**src/rtl/seg_scan.sv**
```systemverilog
// Six-digit seven-segment scanner: BLANK gap, LATCH digit from counter, SHOW decoded digit.
// Leading-zero blanking of digit 1 is enabled by defining SEG_SCAN_LZB_EN.
module seg_scan #(
  parameter int SHOW_CYC  = 50000,
  parameter int BLANK_CYC = 500
) (
  input  logic       i_clk,
  input  logic       i_rst,
  input  logic [3:0] i_digit_in,
  output logic [3:0] o_sel,
  output logic [5:0] o_an,
  output logic [7:0] o_seg,
  output logic       o_frame_tick
);

  localparam int MAX_CYC = (SHOW_CYC > BLANK_CYC) ? SHOW_CYC : BLANK_CYC;
  localparam int CW      = (MAX_CYC > 1) ? $clog2(MAX_CYC) : 1;

  localparam logic [CW-1:0] SHOW_LAST  = CW'(SHOW_CYC - 1);
  localparam logic [CW-1:0] BLANK_LAST = CW'(BLANK_CYC - 1);

  localparam logic [1:0] ST_BLANK = 2'd0;
  localparam logic [1:0] ST_LATCH = 2'd1;
  localparam logic [1:0] ST_SHOW  = 2'd2;

  logic [1:0]    r_state;
  logic [CW-1:0] r_cnt;
  logic [2:0]    r_k;
  logic [3:0]    r_digit;
  logic [5:0]    r_an;
  logic [7:0]    r_seg;
  logic          r_frame_tick;

  logic [2:0]    w_k_next;
  logic [5:0]    w_an_on;

  // Decimal points sit after digits 2 and 4 to form HH.MM.SS.
  function automatic logic [7:0] seg_decode(input logic [3:0] d, input logic [2:0] k);
    logic [7:0] s;
    case (d)
      4'd0:    s = 8'hC0;
      4'd1:    s = 8'hF9;
      4'd2:    s = 8'hA4;
      4'd3:    s = 8'hB0;
      4'd4:    s = 8'h99;
      4'd5:    s = 8'h92;
      4'd6:    s = 8'h82;
      4'd7:    s = 8'hF8;
      4'd8:    s = 8'h80;
      4'd9:    s = 8'h90;
      default: s = 8'hFF;
    endcase
    if (k == 3'd2 || k == 3'd4) s[7] = 1'b0;
`ifdef SEG_SCAN_LZB_EN
    if (k == 3'd1 && d == 4'd0) s = 8'hFF;
`endif
    return s;
  endfunction

  assign w_k_next = (r_k == 3'd6) ? 3'd1 : r_k + 3'd1;
  assign w_an_on  = ~(6'b000001 << (r_k - 3'd1));

  always_ff @(posedge i_clk or posedge i_rst) begin
    if (i_rst) begin
      r_state      <= ST_BLANK;
      r_cnt        <= '0;
      r_k          <= 3'd1;
      r_digit      <= 4'd0;
      r_an         <= 6'h3F;
      r_seg        <= 8'hFF;
      r_frame_tick <= 1'b0;
    end else begin
      r_frame_tick <= 1'b0;
      case (r_state)
        ST_BLANK: begin
          if (r_cnt == BLANK_LAST) begin
            r_state <= ST_LATCH;
            r_cnt   <= '0;
          end else begin
            r_cnt <= r_cnt + 1'b1;
          end
        end
        // The display register is loaded straight from the sampled digit so
        // segments and enable turn on together on the LATCH->SHOW edge.
        ST_LATCH: begin
          r_digit <= i_digit_in;
          r_seg   <= seg_decode(i_digit_in, r_k);
          r_an    <= w_an_on;
          r_state <= ST_SHOW;
          r_cnt   <= '0;
        end
        ST_SHOW: begin
          if (r_cnt == SHOW_LAST) begin
            r_state      <= ST_BLANK;
            r_cnt        <= '0;
            r_an         <= 6'h3F;
            r_seg        <= 8'hFF;
            r_k          <= w_k_next;
            r_frame_tick <= (r_k == 3'd6);
          end else begin
            r_cnt <= r_cnt + 1'b1;
            r_seg <= seg_decode(r_digit, r_k);
          end
        end
        default: begin
          r_state <= ST_BLANK;
          r_cnt   <= '0;
          r_an    <= 6'h3F;
          r_seg   <= 8'hFF;
        end
      endcase
    end
  end

  assign o_sel        = {1'b0, r_k};
  assign o_an         = r_an;
  assign o_seg        = r_seg;
  assign o_frame_tick = r_frame_tick;

endmodule
```
**config.mk**
```make
export PLATFORM = sky130hd
export DESIGN_NAME = seg_scan
export DESIGN_NICKNAME = d
export VERILOG_FILES = /design/src/rtl/seg_scan.sv
export SDC_FILE = /design/constraint.sdc
export NUM_CORES = 1
export LEC_CHECK = 0
export BUFFER_PORTS_ARGS = -buffer_cell sky130_fd_sc_hd__buf_2
export CAP_MARGIN = 40
export CORE_ASPECT_RATIO = 1.1
export CORE_MARGIN = 2
export CORE_UTILIZATION = 60
export DETAILED_ROUTE_END_ITERATION = 8
export GPL_ROUTABILITY_DRIVEN = 0
export PLACE_DENSITY_LB_ADDON = 0.25
export REMOVE_ABC_BUFFERS = 1
export SETUP_SLACK_MARGIN = 0.5
export SLEW_MARGIN = 30
export SYNTH_ARGS = -nofsm -noshare
export SYNTH_HDL_FRONTEND = slang
export SYNTH_SLANG_ARGS = --single-unit
```
**constraint.sdc**
```tcl
create_clock -name i_clk -period 4.1 [get_ports i_clk]
set_input_delay 0.205 -clock i_clk [delete_from_list [all_inputs] [get_ports i_clk]]
set_output_delay 0.205 -clock i_clk [all_outputs]
set_load 0.05 [all_outputs]
```
== Word-level counts from Yosys, hierarchy flattened ==
Memories as Yosys holds them, arrays and structs flattened.
Index checks and enable logic that the tools add are counted.

* Add/subtract/negate cells: 3
* Equal/unequal tests: 9
* Shift-type cells: 1
* Mux-type cells: 15
* Bitwise logic cells: 2
* Reduce and logical (&&, ||, !) cells: 5

{| class="wikitable"
|+ Operators by type and width
! operator !! count
|-
| $mux 16 || 2
|-
| $pmux 16 s2 || 1
|-
| $pmux 8 s3 || 1
|-
| $pmux 6 s3 || 1
|-
| $add 16x1->16 const B || 1
|-
| $eq 16x16->1 const B || 1
|-
| $eq 16x9->1 const B || 1
|-
| $mux 8 || 1
|-
| $eq 3x3->1 const B || 2
|-
| $mux 6 || 1
|-
| $not 6->6 || 1
|-
| $pmux 2 s3 || 1
|-
| $reduce_and 2->1 || 3
|-
| $shl 1x3->6 const A || 1
|-
| $mux 1 || 4
|-
| $mux 2 || 2
|-
| $ne 2x2->1 const B || 2
|-
| $add 3x1->3 const B || 1
|-
| $eq 3x2->1 const B || 1
|-
| $mux 3 || 1
|-
| $sub 3x1->3 const B || 1
|-
| $eq 2x1->1 const B || 1
|-
| $eq 2x2->1 const B || 1
|-
| $logic_not 2->1 || 1
|-
| 2 further kinds || 2
|}

* Flip-flop bits (word level): 40
* ROM bits: 224
* Input bits: 6
* Output and inout port bits: 19
* Word-level logic and storage cells: 44
* Memories kept: 2

{| class="wikitable"
|+ Memory list
! name !! words !! width !! read ports !! clocked after Yosys merged registers in !! write ports !! line !! text
|-
| (no name shown) || 16 || 7 || 1 || 0 || 0 || 40 || <nowiki>case (d)</nowiki>
|-
| (no name shown) || 16 || 7 || 1 || 0 || 0 || 40 ||
|}

== Longest topological paths before layout ==
* Depth in word-level cells: 5
* Gate-level depth with buffers: 7
* Gate-level depth less buffers: 6

== Worst setup path after synthesis ==
OpenSTA, ideal clock, no wires.

* Path kind: reg-to-reg
* From: register r_cnt[7]
* To: register r_state[1]
* Library setup time: 0.128 ns
* Arrival time: 1.999 ns
* Data required time: 3.972 ns
* Path slack: 1.973 ns
* Cell stages (with the launch flop): 5
* Path buffers: 0
* Clock period less this slack: 2.127 ns
* Cells stage by stage: dfrtp_1 or4b_1 o41a_1 a21oi_4 mux2_1

* Word-level cells in the longest chain between the ends: 3
* Elaborated cells between the ends (all ways): 5

{| class="wikitable"
|+ RTL lines
! what !! line !! text
|-
| from (decl) || 27 || <nowiki>logic [CW-1:0] r_cnt;</nowiki>
|-
| from (signal assigned) || 80 || <nowiki>r_cnt <= r_cnt + 1'b1;</nowiki>
|-
| from (signal assigned) || 101 || <nowiki>r_cnt <= r_cnt + 1'b1;</nowiki>
|-
| $eq 16x16->1 / $eq 16x9->1 (equally long branches) || 93, 76 ||
|-
| $ne 2x2->1 (no line) || -- ||
|-
| $reduce_and 2->1 (no line) * || -- ||
|-
| to (signal assigned) || 89 || <nowiki>r_state <= ST_SHOW;</nowiki>
|-
| to (signal assigned) || 94 || <nowiki>r_state <= ST_BLANK;</nowiki>
|-
| to (signal assigned) || 106 || <nowiki>r_state <= ST_BLANK;</nowiki>
|-
| to (decl) || 26 || <nowiki>logic [1:0] r_state;</nowiki>
|}

Every way passes the cells marked *; elsewhere a longest branch is shown, timed or not.
A chain may end at the register's enable or synchronous reset.

== Final worst setup path ==
Same ends and word-level chain as after synthesis.

==> results.py <==
metrics = {
    "min_path": {
        "hold_path.class": "input port to asynchronous set/reset pin",
    },
    "layout": {
        "fin_util_pct": 69.63,
        "nets": 282,
        "stdcell_area_um2": 2585,
        "area_growth_pct": 9.719,
        "fillerInstances": 279,
        "n_antenna_cell": 0,
        "layout-drive-gt1-share_pct": 23.75,
    },
    "cts": {
        "clockBufferDepth": 2,
        "cts_sinks": 40,
        "postCtsHoldBufs": 0,
        "cts_made_buffers": 5,
        "cts_tree": "built",
        "cts_setup_buffers": 0,
        "clkLatencyLatePin_ns": 0.29,
        "root_buffer": "clkbuf_8",
        "cts_resized": 0,
        "clkTransAtPathRegs_ns": 0.08,
        "h-tree-depth": 2,
    },
    "yosys": {
        "yosys.area.top_type": "dfrtp_1",
        "yosys_warnings": 0,
        "yosysUniqueCellTypes": 43,
        "ys.flop_type": "dfrtp_1",
        "synth_edf_count": 0,
        "synthesis.instances": 240,
        "seq_area_frac_synth_pct": 43.28,
        "synthArstFlopShare_pct": 100.0,
        "synth_seq_cells": 40,
        "syn_area_um2": 2356,
        "ys_top_cells_by_area": "dfrtp_1 (27%), dfstp_2 (17%), ha_1 (8.5%), mux2_2 (3.3%), a21oi_1 (3.2%)",
        "netlist.area_leader.share_pct": 26.55,
        "avgSynthCellArea_um2": 9.817,
    },
    "timing": {
        "whs_ns": 0.007577,
        "relSlewSlack_pct": 62.57,
        "fin_tns_setup_ns": 0,
        "fin_crit_sh_pct": 59.89,
        "finalClockSkew_ns": 0.009994,
        "fmax_mhz": 407.2,
        "hold_viol": 0,
        "rsz0062_at_grt": "false",
        "setup-violations-final": 0,
        "report.final.slew_viol_count": 0,
        "finalCriticalPeriod_ns": 2.456,
        "worst_slew_pin_slew_ns": 0.5615,
    },
    "critical_path": {
        "crit_chain": "or4b_1, o41a_1, a21oi_4, mux2_1",
        "crit_slowest_cell": "or4b_1",
        "start_kind": "register",
        "cp-startpoint": "r_cnt[7]",
        "crit_arrival_ns": 2.63,
        "required_ns": 4.27,
        "r2r_cells": 4,
        "cpPeakStageDelay_ns": 0.59,
        "r2r_setup_slack_ns": 1.64,
        "worst-path-buf-inv": 0,
        "cp_top_family": "compound AO/OA/AOI/OAI gates",
        "crit_type": "register to register",
        "r2r-start": "r_cnt[7]",
        "crit_cells": 4,
        "end_kind": "register",
        "timing.rr.end": "r_state[1]",
        "crit_path_end": "r_state[1]",
        "worstPathMaxFanout": 17,
    },
    "place": {
        "io_buffer_count": 23,
        "dpl.hpwl_um": 3081,
        "place_area_um2": 2492,
    },
    "route": {
        "vias": 1807,
        "wl_um": 4362,
        "drtIter0Drc": 123,
        "dr.pass1.iters": 4,
        "remaining_drc_errors": 0,
        "ant_nets": 0,
        "wl_per_cell_um": 14.03,
        "via_per_inst": 5.810,
    },
    "grt": {
        "grt_max_degree": 41,
        "antenna_found_initial": 0,
        "grt_pass1_wl_um": 7941,
        "grt.total_usage_pct": 22.39,
        "grt_pass1_vias": 1770,
        "gr-total-overflow": 0,
    },
    "floorplanning": {
        "row_count": 23,
        "io_pins": 25,
        "core-area_um2": 3712,
        "initial_core_util_pct": 63.46,
        "die_area_um2": 4444,
        "chipHeight_um": 69.72,
        "die_width_um": 63.75,
    },
    "run": {
        "timing.max_cap.violations": 0,
    },
    "power": {
        "power_leakage_uw": 0.001136,
        "power_density_nw_per_um2": 266.7,
        "ir_worst_vdd_mv": 0.1638,
        "fin_total_pwr_uw": 689.4,
    },
    "outcome": {
        "status": "finished, final reports clean",
    },
}
## cell families after synthesis
logic type	Yosys count	synth area share [%]
and+or+nand+nor	86	19.86
AOI/OAI and AO/OA	52	15.40
DFF	40	43.28
buffers and inverters	24	4.142
adders and majority gates	16	8.497
xor gates and xnor gates	13	4.833
muxes	8	3.824
other	1	0.1592
## layout by cell type (no fill, tap or decap), types with 6 or more instances in the layout
cell type  synthesis  final
a21oi_1           15     15
buf_2              0     23
clkbuf_8           0      6
dfrtp_1           25     25
dfstp_2           15     15
ha_1              16     16
inv_1             13     13
mux2_2             7      7
nand2_1           20     20
nand2b_1          11     11
nand3_1            8      8
nor2_1            15     15
o21ai_0           12     12
o22a_1             8      8
o31ai_1            6      6
xnor2_1            6      6
xor2_1             7      7
## flip-flops by register name (all words and copies together), names as in the netlist
signal	cells
r_cnt	16
o_seg	8
o_frame_tick	1
r_state	2
r_digit	4
r_k	3
o_an	6
## how the worst min path moves through the flow
stage                       endpoint  cells past startpoint  slack (ns)
final                     r_digit[2]                      3       0.008
after global placement    r_digit[0]                      3        0.35
after global routing      r_digit[2]                      3        0.07
after floorplan           r_digit[3]                      2        0.32
after CTS                 r_digit[2]                      3        0.02
after detailed placement  r_digit[0]                      3        0.35
## stage by stage
stage          setup WS (ns)  std cells
2_1_floorplan          1.854        229
3_3_place_gp           1.704        303
3_5_place_dp           1.639        303
4_1_cts                1.638        311
5_1_grt                1.545        311
6_report               1.644        311
## tightest hold or removal path, stage by stage
cell and delay [ns]:
buf_2 0.09, inv_1 0.04, buf_4 0.41
## synth_stat cells, types with 3 or more instances
master    number
nand2b_1      11
dfstp_2       15
a21oi_1       15
nor2b_1        3
o21ai_0       12
or2_2          4
o22a_1         8
or4_1          3
dfrtp_1       25
nand3_1        8
nand2_1       20
xor2_1         7
nand4_1        5
inv_1         13
nor3_1         3
ha_1          16
mux2_2         7
nor2_1        15
clkbuf_1       9
o31ai_1        6
xnor2_1        6
o221ai_1       5
## metal layers
| metal | global-route usage (%) | wire length (um) |
|---|---|---|
| met1 | 29.85 | 2014 |
| met2 | 35.32 | 2095 |
| met3 | 4.870 | 139 |
| met4 | 9.179 | 112 |
| met5 | 0 | 0 |
## area by class of cell
| class | count | area [um^2] | area share [%] |
|---|---|---|---|
| clock buffer | 6 | 82.58 | 3.195 |
| clock inverter | 2 | 10.01 | 0.3872 |
| timing repair buffer | 24 | 122.6 | 4.743 |
| multi-input combinational | 176 | 1239 | 47.92 |
| sequential | 40 | 1020 | 39.45 |
| tap | 50 | 62.56 | 2.420 |
| inverter | 13 | 48.80 | 1.888 |
## where the power goes
| part | switching, uW | total, uW | internal, uW |
|---|---|---|---|
| combinational | 20.0 | 27.2 | 7.17 |
| clock | 133 | 267 | 134 |
| sequential | 0 | 395 | 395 |
(Power assumes the default switching activity.)
